--- config.mk ---
export PLATFORM = sky130hd
export DESIGN_NAME = wb_result_sel
export DESIGN_NICKNAME = d
export VERILOG_FILES = /design/src/rtl/core_pkg.sv /design/src/rtl/load_extend.sv /design/src/rtl/wb_result_sel.sv
export SDC_FILE = /design/constraint.sdc
export NUM_CORES = 1
export LEC_CHECK = 0
export CAP_MARGIN = 15
export CORE_ASPECT_RATIO = 0.7
export CORE_UTILIZATION = 35
export CTS_BUF_LIST = sky130_fd_sc_hd__clkbuf_4 sky130_fd_sc_hd__clkbuf_8
export DETAILED_ROUTE_END_ITERATION = 10
export PLACE_DENSITY_LB_ADDON = 0.2
export RECOVER_POWER = 50
export SKIP_LAST_GASP = 1
export SLEW_MARGIN = 10
export SYNTH_ARGS = -nofsm -noshare
export SYNTH_HDL_FRONTEND = slang
export SYNTH_SLANG_ARGS = --single-unit
--- constraint.sdc ---
create_clock -name clk -period 2.1 [get_ports clk]
set_clock_uncertainty 0.15 [all_clocks]
set_input_delay 0.21 -clock clk [delete_from_list [all_inputs] [get_ports clk]]
set_output_delay 0.21 -clock clk [all_outputs]
set_load 0.03 [all_outputs]
--- src/rtl/core_pkg.sv ---
// Shared core definitions: data width, result-source encoding, load funct3 codes.
// Latency: n/a (types and constants only).
// Backpressure: n/a.
package core_pkg;

   localparam int XLEN = 32;

   // Writeback result sources, in result_src index order
   typedef enum logic [1:0] {
      RES_ALU = 2'd0,
      RES_MEM = 2'd1,
      RES_PC4 = 2'd2,
      RES_IMM = 2'd3
   } res_src_e;

   // Load funct3 encodings
   localparam logic [2:0] LB  = 3'b000;
   localparam logic [2:0] LH  = 3'b001;
   localparam logic [2:0] LW  = 3'b010;
   localparam logic [2:0] LBU = 3'b100;
   localparam logic [2:0] LHU = 3'b101;

   typedef enum logic {
      WB_IDLE     = 1'b0,
      WB_WAIT_MEM = 1'b1
   } wb_state_e;

endpackage

--- src/rtl/load_extend.sv ---
// Load data extraction: picks byte/half lane from a cache word and sign/zero extends.
// Latency: combinational.
// Backpressure: none.
// Ports: word (cache read word), funct3 (load type), byte_off (addr[1:0]), result (extended value).
module load_extend
   import core_pkg::*;
(
   input  logic [XLEN-1:0] word,
   input  logic [2:0]      funct3,
   input  logic [1:0]      byte_off,
   output logic [XLEN-1:0] result
);

   logic [7:0]  lane_b;
   logic [15:0] lane_h;

   always_comb begin
      lane_b = word[7:0];
      case (byte_off)
         2'd0: lane_b = word[7:0];
         2'd1: lane_b = word[15:8];
         2'd2: lane_b = word[23:16];
         2'd3: lane_b = word[31:24];
         default: lane_b = word[7:0];
      endcase
      // Halfword lane only looks at the upper offset bit; misaligned bit 0 is dropped
      lane_h = byte_off[1] ? word[31:16] : word[15:0];

      result = word;
      case (funct3)
         LB:      result = {{24{lane_b[7]}}, lane_b};
         LH:      result = {{16{lane_h[15]}}, lane_h};
         LBU:     result = {24'd0, lane_b};
         LHU:     result = {16'd0, lane_h};
         // LW and the unused encodings pass the whole word
         default: result = word;
      endcase
   end

endmodule

--- src/rtl/wb_result_sel.sv ---
// Writeback result selector: picks one of NUM_SRC sources (or extended load data), registers it.
// Latency: 1 cycle from accept (or from mem_rvalid for a load that missed).
// Backpressure: in_ready drops while waiting for cache data on a load; no downstream stall.
// Ports: clk/rst (sync, active-high); in_valid/in_ready request handshake; result_src,
//        src_data, load_funct3, byte_off, rd_addr, reg_write request fields; mem_rdata/mem_rvalid
//        from the data cache; out_valid/out_result/out_rd/out_we to the register-file write port.
module wb_result_sel
   import core_pkg::*;
#(
   parameter int NUM_SRC = 4,
   parameter int MEM_IDX = int'(RES_MEM),
   // Derived from NUM_SRC; do not override
   parameter int SEL_W   = $clog2(NUM_SRC)
)(
   input  logic                         clk,
   input  logic                         rst,
   input  logic                         in_valid,
   output logic                         in_ready,
   input  logic [SEL_W-1:0]             result_src,
   input  logic [NUM_SRC-1:0][XLEN-1:0] src_data,
   input  logic [2:0]                   load_funct3,
   input  logic [1:0]                   byte_off,
   input  logic [4:0]                   rd_addr,
   input  logic                         reg_write,
   input  logic [XLEN-1:0]              mem_rdata,
   input  logic                         mem_rvalid,
   output logic                         out_valid,
   output logic [XLEN-1:0]              out_result,
   output logic [4:0]                   out_rd,
   output logic                         out_we
);

   wb_state_e       state;
   logic [SEL_W-1:0] sel;
   logic            sel_mem;
   logic            accept;

   // Fields of a load held while the cache refills
   logic [2:0]      pend_funct3;
   logic [1:0]      pend_off;
   logic [4:0]      pend_rd;
   logic            pend_we;

   logic [2:0]      ext_funct3;
   logic [1:0]      ext_off;
   logic [XLEN-1:0] ext_data;

   assign in_ready = (state == WB_IDLE);
   assign accept   = in_valid && in_ready;

   // Out-of-range selects fall back to the ALU result
   always_comb begin
      sel = result_src;
      if (int'(result_src) >= NUM_SRC)
         sel = '0;
   end

   assign sel_mem = (int'(sel) == MEM_IDX);

   // Same extender serves the hit path (live fields) and the refill path (held fields)
   assign ext_funct3 = (state == WB_WAIT_MEM) ? pend_funct3 : load_funct3;
   assign ext_off    = (state == WB_WAIT_MEM) ? pend_off    : byte_off;

   load_extend u_load_extend (
      .word     (mem_rdata),
      .funct3   (ext_funct3),
      .byte_off (ext_off),
      .result   (ext_data)
   );

   always_ff @(posedge clk) begin
      if (rst) begin
         state       <= WB_IDLE;
         out_valid   <= 1'b0;
         out_we      <= 1'b0;
         out_result  <= '0;
         out_rd      <= '0;
         pend_funct3 <= '0;
         pend_off    <= '0;
         pend_rd     <= '0;
         pend_we     <= 1'b0;
      end else begin
         out_valid <= 1'b0;
         out_we    <= 1'b0;
         case (state)
            WB_IDLE: begin
               if (accept) begin
                  if (!sel_mem) begin
                     out_valid  <= 1'b1;
                     out_result <= src_data[sel];
                     out_rd     <= rd_addr;
                     out_we     <= reg_write && (rd_addr != 5'd0);
                  end else if (mem_rvalid) begin
                     out_valid  <= 1'b1;
                     out_result <= ext_data;
                     out_rd     <= rd_addr;
                     out_we     <= reg_write && (rd_addr != 5'd0);
                  end else begin
                     pend_funct3 <= load_funct3;
                     pend_off    <= byte_off;
                     pend_rd     <= rd_addr;
                     pend_we     <= reg_write;
                     state       <= WB_WAIT_MEM;
                  end
               end
            end
            WB_WAIT_MEM: begin
               if (mem_rvalid) begin
                  out_valid  <= 1'b1;
                  out_result <= ext_data;
                  out_rd     <= pend_rd;
                  out_we     <= pend_we && (pend_rd != 5'd0);
                  state      <= WB_IDLE;
               end
            end
            default: state <= WB_IDLE;
         endcase
      end
   end

endmodule

==> flow_metrics.py, run 1 <==
metrics = {
    "outcome": {
        "outcome": "finished, violations left",
        "violated_checks": "setup timing",
    },
    "clock_network": {
        "cts.htree.levels": 2,
        "cts.sinks": 51,
        "insertion_delay_ns": 0.30,
        "cts.clk_slew.worst_paths_ns": 0.10,
        "cts_root_buffer": "clkbuf_8",
        "cts_tree": "done",
        "max_root_sink_buffers": 2,
        "tritoncts.num_buffers": 5,
    },
    "sta": {
        "finalHoldWorstSlack_ns": 0.320,
        "final-max-slew-violation-count": 0,
        "rsz0062_at_grt": "true",
        "final-hold-violation-count": 0,
        "fmax_ghz": 0.473,
        "report.final.setup_viol": 1,
        "slew-limit-headroom_pct": 58.3,
        "worstMarginPinSlew_ns": 0.622,
        "final_tns_setup_ns": -0.0158,
        "setup_ws_ns": -0.0158,
        "finalCriticalPeriod_ns": 2.12,
        "fin_crit_sh_pct": 101,
    },
    "critical_path": {
        "timing.critical_path.max_delay_family": "multiplexers",
        "worst-endpoint-arrival_ns": 2.16,
        "reg2reg_to": "out_result[19]",
        "r2r_start": "state",
        "startpoint": "state",
        "timing.critical_path.buf_inv": 1,
        "crit_path_top_delay_cell": "dfxtp_4",
        "cp-end-kind": "flip-flop",
        "regToRegSetupSlack_ns": -0.02,
        "worstPathCellList": "mux2i_4 -> mux2i_2 -> o22ai_4 -> buf_6 -> a221oi_1 -> o21ai_1",
        "critPathKind": "flip-flop to flip-flop",
        "r2r_cells": 6,
        "crit_path_start_kind": "flip-flop",
        "critical_path_peak_fanout": 7,
        "worstPathRequired_ns": 2.15,
        "critical_path.max_stage_delay_ns": 0.41,
        "number_of_stages_on_the_worst_setup_path": 6,
        "critical_path.endpoint": "out_result[19]",
    },
    "synth": {
        "ys_seq_elements": 51,
        "syn-num-nets": 606,
        "synth_cell_type_count": 44,
        "synthesis.area_per_instance_um2": 8.21,
        "yosys_warnings": 0,
        "post_synth_inst_count": 429,
        "synth_area_mm2": 0.00352,
        "synth_seq_area_share_pct": 29.0,
    },
    "die": {
        "row_count": 30,
        "die_y_um": 85.9,
        "floorplan.die.width_um": 122,
        "initial_core_utilization_pct": 36.2,
        "core_box_area_mm2": 0.00972,
        "die_area_mm2": 0.0105,
        "boundaryPins": 217,
    },
    "job": {
        "max-cap-violations": 0,
    },
    "finish": {
        "final_layout_size_suffix_gt1_share_pct": 19.2,
        "design_area_mm2": 0.00608,
        "antennaDiodeCount": 0,
        "final_common_cell": "clkdlybuf4s50_1",
        "post-route-util_pct": 62.5,
        "layout-area-overhead-vs-synth_pct": 72.5,
        "final_cell_mix": "clkdlybuf4s50_1 (181), dfxtp_1 (50), buf_4 (45)",
        "finish.net_count": 818,
    },
    "placed_design": {
        "globalplace.congestion": 0.900,
        "detailed_place.area_mm2": 0.00575,
        "numPortBuffers": 184,
        "place_hpwl_um": 11500,
        "dp_worst_setup_slack_ns": -0.317,
    },
    "global_routing": {
        "first_global_vias": 4017,
        "maximum_number_of_pins_on_one_net_before_global_route_repair": 41,
        "overflow": 0,
        "grt_first_pass_wirelength_um": 21800,
        "antenna_found_initial": 0,
        "global_route.usage.total_pct": 26.8,
    },
    "drt": {
        "via_per_inst": 5.62,
        "drt_pass1_iterations": 5,
        "drt_first_iter_violations": 307,
        "route.detailed.wl_per_inst_um": 18.9,
        "detail-route-antenna-nets": 0,
        "post-route-drc-count": 0,
        "vias": 4324,
        "drt-total-wl_um": 14600,
    },
    "power": {
        "pwr_density_cell_mw_per_mm2": 471,
        "static-leakage-power_nw": 2.27,
        "peakVddDrop_uv": 267,
    },
    "min_path": {
        "hp-class": "flip-flop to flip-flop",
    },
}
-- through the flow --
| step | std cells | power, mW |
|---|---|---|
| 2_1_floorplan | 429 | 1.62 |
| 3_3_place_gp | 756 | 2.21 |
| 3_5_place_dp | 756 | 2.22 |
| 4_1_cts | 765 | 2.81 |
| 5_1_grt | 770 | 2.99 |
| 6_report | 770 | 2.86 |
-- state kept, by name, summed over array words and instances, names as in the netlist --
signal and flops:
state 1, pend_we 1, out_rd 5, pend_funct3 3, pend_rd 5, out_we 1
pend_off 2, out_valid 1, out_result 32
-- area by class of cell --
type | instances | area (um2)
clock buffers | 5 | 68.8
well taps | 128 | 160
fillers | 850 | 3650
repair buffers | 236 | 2280
multi-input cells | 345 | 2510
clock inverters | 3 | 20.0
inverters | 2 | 7.51
flip-flops and latches | 51 | 1020
-- Yosys cell counts (all sizes together) --
cell | instances | area (um2)
a2111oi | 4 | 72.6
a211o | 9 | 78.8
a211oi | 17 | 128
a21oi | 26 | 134
a221oi | 12 | 105
a22oi | 12 | 90.1
a31oi | 8 | 56.3
and3b | 2 | 17.5
buf | 15 | 92.6
clkbuf | 16 | 60.1
dfxtp | 51 | 1020
inv | 2 | 7.51
mux2 | 22 | 251
mux2i | 37 | 374
nand2 | 22 | 82.6
nand2b | 11 | 68.8
nand3 | 1 | 5.00
nor2 | 41 | 156
nor2b | 10 | 62.6
nor3 | 14 | 70.1
nor3b | 2 | 15.0
nor4 | 7 | 43.8
o211ai | 2 | 15.0
o21ai | 42 | 210
o221a | 1 | 11.3
o221ai | 1 | 8.76
o22ai | 22 | 144
o31ai | 1 | 7.51
o32ai | 1 | 8.76
o41ai | 1 | 8.76
or2 | 9 | 56.3
or3 | 4 | 25.0
or4 | 4 | 33.8
-- per-layer routing --
metal / share of wire, % / wire length (um) / global-route usage, % / up-vias
met4: 1.3 / 186 / 4.60 / 0
met2: 42 / 6180 / 40.1 / 220
met5: 0 / 0 / 0 / -
met1: 47 / 6890 / 39.3 / 2010
li1: - / - / - / 2074
met3: 9.1 / 1320 / 5.78 / 20
-- worst register-to-register path, cell delays in order (launching register included) --
cell,delay [ns]
dfxtp_4,0.41
mux2i_4,0.36
mux2i_2,0.34
o22ai_4,0.18
buf_6,0.17
a221oi_1,0.31
o21ai_1,0.09
-- power breakdown --
| group | switching [mW] | internal (mW) | leakage [nW] |
|---|---|---|---|
| clock network | 0.363 | 0.233 | 0.0402 |
| registers | 0.0470 | 1.04 | 0.421 |
| logic | 0.567 | 0.616 | 1.80 |
| total | 0.976 | 1.89 | 2.27 |
-- kinds of logic after synthesis --
family | after synthesis | synth area share, %
AOI/OAI and AO/OA | 159 | 30.6
and+or+nand+nor | 127 | 18.1
muxes | 59 | 17.8
DFF | 51 | 29.0
buffers and inverters | 33 | 4.55
-- worst min-delay path by stage --
stage,start,to,slack [ns],cells after the start
finish,out_result[19],out_result[19],0.32,2
global route,mem_rdata[6],out_result[6],0.34,3
CTS,out_result[19],out_result[19],0.32,2
detailed placement,out_result[27],out_result[27],0.31,2
global placement,out_result[26],out_result[26],0.30,2
floorplan,reg_write,pend_we,0.21,2
-- timing repair --
| item | CTS | global route |
|---|---|---|
| hold endpoints to repair | 0 | 0 |
| hold buffers | 0 | 0 |
| setup buffers | 1 | 5 |
| setup endpoints to repair | 21 | 27 |
| pin swaps | 0 | 1 |
| gates resized for setup | 6 | 27 |
| gates cloned | 0 | 0 |
Power figures use the tool's default switching activity.
==> run 2, diff against run 1 <==
CORE_UTILIZATION = 36   (was 35)
CTS_CLUSTER_DIAMETER = 120   (was not set)
SYNTH_HIERARCHICAL = 1   (was not set)
==> flow_metrics.py, run 2 <==
metrics = {
    "die": {
        "row_count": 30,
        "die_area_mm2": 0.0109,
        "boundaryPins": 217,
        "die_y_um": 87.8,
        "floorplan.die.width_um": 125,
        "core_box_area_mm2": 0.00995,
        "initial_core_utilization_pct": 38.0,
    },
    "global_routing": {
        "antenna_found_initial": 0,
        "maximum_number_of_pins_on_one_net_before_global_route_repair": 57,
        "grt_first_pass_wirelength_um": 23600,
        "overflow": 0,
        "first_global_vias": 4610,
        "global_route.usage.total_pct": 27.0,
    },
    "synth": {
        "synth_top_cell_by_area": "dfxtp_1",
        "synth-edff-count": 0,
        "yosys_warnings": 6,
        "async_reset_ff_share_pct": 0,
        "ys_seq_elements": 51,
        "netlist_top_cells_area": "dfxtp_1 (27%), mux2i_1 (10%), nand2_1 (8.4%)",
        "yosysMostFrequentCell": "nand2_1",
        "post_synth_inst_count": 467,
        "synth_cell_type_count": 45,
        "synth_area_mm2": 0.00378,
        "share_of_the_synthesized_area_in_the_top_cell_type_pct": 27.0,
        "postSynth.topFlopCell": "dfxtp_1",
        "syn-num-nets": 644,
        "synth_seq_area_share_pct": 27.0,
        "synth_common_cells": "nand2_1 (85), dfxtp_1 (51), mux2i_1 (38), a211oi_1 (30), o21ai_0 (30)",
        "synthesis.area_per_instance_um2": 8.10,
    },
    "drt": {
        "drt-total-wl_um": 14800,
        "detail-route-antenna-nets": 0,
        "drt_pass1_iterations": 4,
        "post-route-drc-count": 0,
        "drt_first_iter_violations": 337,
        "vias": 4640,
        "via_per_inst": 5.79,
        "route.detailed.wl_per_inst_um": 18.5,
    },
    "critical_path": {
        "r2r_cells": 8,
        "critPathKind": "flip-flop to flip-flop",
        "reg2reg_to": "out_result[30]",
        "startpoint": "state",
        "worst-endpoint-arrival_ns": 2.42,
        "cp-end-kind": "flip-flop",
        "timing.critical_path.max_delay_family": "multiplexers",
        "worstPathCellList": "mux2_4 -> mux4_2 -> nand3b_4 -> o41a_4 -> nand2_1 -> mux2i_1 -> o21ai_1 -> a32o_1",
        "critical_path.endpoint": "out_result[30]",
        "crit_path_start_kind": "flip-flop",
        "worstPathRequired_ns": 2.17,
        "number_of_stages_on_the_worst_setup_path": 8,
        "r2r_start": "state",
        "regToRegSetupSlack_ns": -0.25,
        "critical_path_peak_fanout": 6,
        "timing.critical_path.buf_inv": 0,
        "crit_path_top_delay_cell": "mux4_2",
        "critical_path.max_stage_delay_ns": 0.48,
    },
    "power": {
        "switching_share_pct": 31.6,
        "switchingPower_uw": 997,
        "sequentialPowerShare_pct": 34.3,
        "power_frac_clock_pct": 26.5,
        "p_int_mw": 2.16,
        "pwr_density_cell_mw_per_mm2": 491,
        "pwr-share-comb_pct": 39.2,
        "static-leakage-power_nw": 2.53,
        "peakVddDrop_uv": 297,
    },
    "finish": {
        "multi_input_area_mm2": 0.00271,
        "seqCellArea_mm2": 0.00102,
        "final_cell_mix": "clkdlybuf4s50_1 (171), nand2_1 (77), dfxtp_1 (50)",
        "largest_register_ffs": 32,
        "antennaDiodeCount": 0,
        "final_layout_size_suffix_gt1_share_pct": 19.0,
        "reg.largest.list": "out_result (32), out_rd (5), pend_rd (5)",
        "final-instance-count-excl-fill": 802,
        "layout-area-overhead-vs-synth_pct": 69.8,
        "final_common_cell": "clkdlybuf4s50_1",
        "finish.net_count": 850,
        "fillers": 818,
        "largest-register": "out_result",
    },
    "sta": {
        "finalCriticalPeriod_ns": 2.35,
        "final-hold-violation-count": 0,
        "fmax_ghz": 0.426,
        "fin_crit_sh_pct": 112,
        "report.final.setup_viol": 28,
        "worstMarginPinSlew_ns": 0.790,
        "finalHoldWorstSlack_ns": 0.317,
        "slew-limit-headroom_pct": 47.1,
        "setup_ws_ns": -0.250,
        "final-max-slew-violation-count": 0,
        "rsz0062_at_grt": "true",
    },
    "placed_design": {
        "globalplace.congestion": 0.881,
        "numPortBuffers": 195,
        "place_hpwl_um": 11200,
        "dpl_cells": 788,
    },
    "clock_network": {
        "cts_tree": "done",
        "max_root_sink_buffers": 2,
        "cts.htree.levels": 2,
        "cts_root_buffer": "clkbuf_8",
        "cts.clk_slew.worst_paths_ns": 0.10,
        "tritoncts.num_buffers": 5,
        "insertion_delay_ns": 0.32,
        "cts.sinks": 51,
    },
    "min_path": {
        "hp-class": "input port to flip-flop",
    },
    "outcome": {
        "violated_checks": "setup timing",
        "outcome": "finished, violations left",
    },
    "job": {
        "max-cap-violations": 0,
    },
}
## run 2: cell count changes in the layout (fill, tap and decap cells not counted), sizes merged, moves of 10 or more
cell / before / now
a211oi: 17 / 30
o2111ai: 0 / 10
dlygate4sd3: 1 / 21
nor2: 41 / 25
nand2: 22 / 85
o21ai: 42 / 30
a32o: 0 / 10
a221o: 0 / 10
a21oi: 26 / 14
clkdlybuf4s50: 181 / 171
o221ai: 1 / 11
o22ai: 22 / 8
## run 2: kinds of logic (layout without fill, tap and decap cells)
group | Yosys count | count (layout) | share of synthesized area [%]
mux | 63 | 63 | 17.9
buf+inv | 51 | 257 | 6.71
flops | 51 | 51 | 27.0
compound gates | 162 | 163 | 31.9
simple gates | 140 | 140 | 16.5
## run 2: layer usage
metal  track usage, %  share of wire [%]  vias up  wire [um]
met2             42.5                 44      230       6530
met5                0                  0        -          0
met4             5.81                1.1        0        165
met3             8.06                9.8       15       1450
li1                 -                  -     2187          -
met1             36.5                 45     2208       6680
## run 2: worst min path at each step
stage | cells past startpoint | slack, ns | to | start
after floorplan | 2 | 0.21 | pend_funct3[0] | load_funct3[0]
after global placement | 1 | 0.31 | out_result[13] | out_result[13]
after detailed placement | 1 | 0.31 | out_result[13] | out_result[13]
after CTS | 6 | 0.31 | out_result[21] | result_src[1]
after global routing | 6 | 0.33 | out_result[12] | result_src[1]
final | 6 | 0.32 | out_result[23] | result_src[1]
## run 2: through the flow
stage	power (mW)	instance area (um2)	TNS [ns]	setup WS (ns)	util [%]
final	3.16	6420	-4.83	-0.250	64.6
after global routing	3.30	6420	-6.86	-0.320	64.6
after CTS	3.14	6290	-4.61	-0.227	63.2
after detailed placement	2.27	6060	-13.72	-0.560	60.9
after global placement	2.26	6060	-12.67	-0.543	60.9
after floorplan	1.68	3850	-8.32	-0.521	-
## run 2: worst min-delay path, delay by kind of cell
| kind | cells | cell delay (ns) |
|---|---|---|
| buf+inv | 2 | 0.27 |
| simple gates | 2 | 0.14 |
| compound gates | 2 | 0.13 |
## run 2: repair_timing
| item | in CTS | in global routing |
|---|---|---|
| pin swaps | 3 | 22 |
| gates cloned | 1 | 0 |
| gates resized for setup | 27 | 29 |
| endpoints found under the setup margin | 33 | 32 |
| hold buffers | 0 | 0 |
| buffers inserted | 3 | 3 |
## run 2: cell type report
type,instances,share of cell area (%)
Inverter,7,0.409
Timing Repair Buffer,242,36.8
Multi-Input combinational cell,366,42.2
Clock buffer,5,1.07
Clock inverter,3,1.05
Tap cell,128,2.49
Sequential cell,51,16.0
## run 2: power by group through the flow
| stage | registers, mW | clock network [mW] | logic (mW) |
|---|---|---|---|
| 2_1_floorplan | 1.22 | 0 | 0.463 |
| 3_3_place_gp | 1.10 | 0 | 1.15 |
| 3_5_place_dp | 1.10 | 0 | 1.17 |
| 4_1_cts | 1.08 | 0.852 | 1.21 |
| 5_1_grt | 1.09 | 0.896 | 1.32 |
| 6_report | 1.08 | 0.837 | 1.24 |
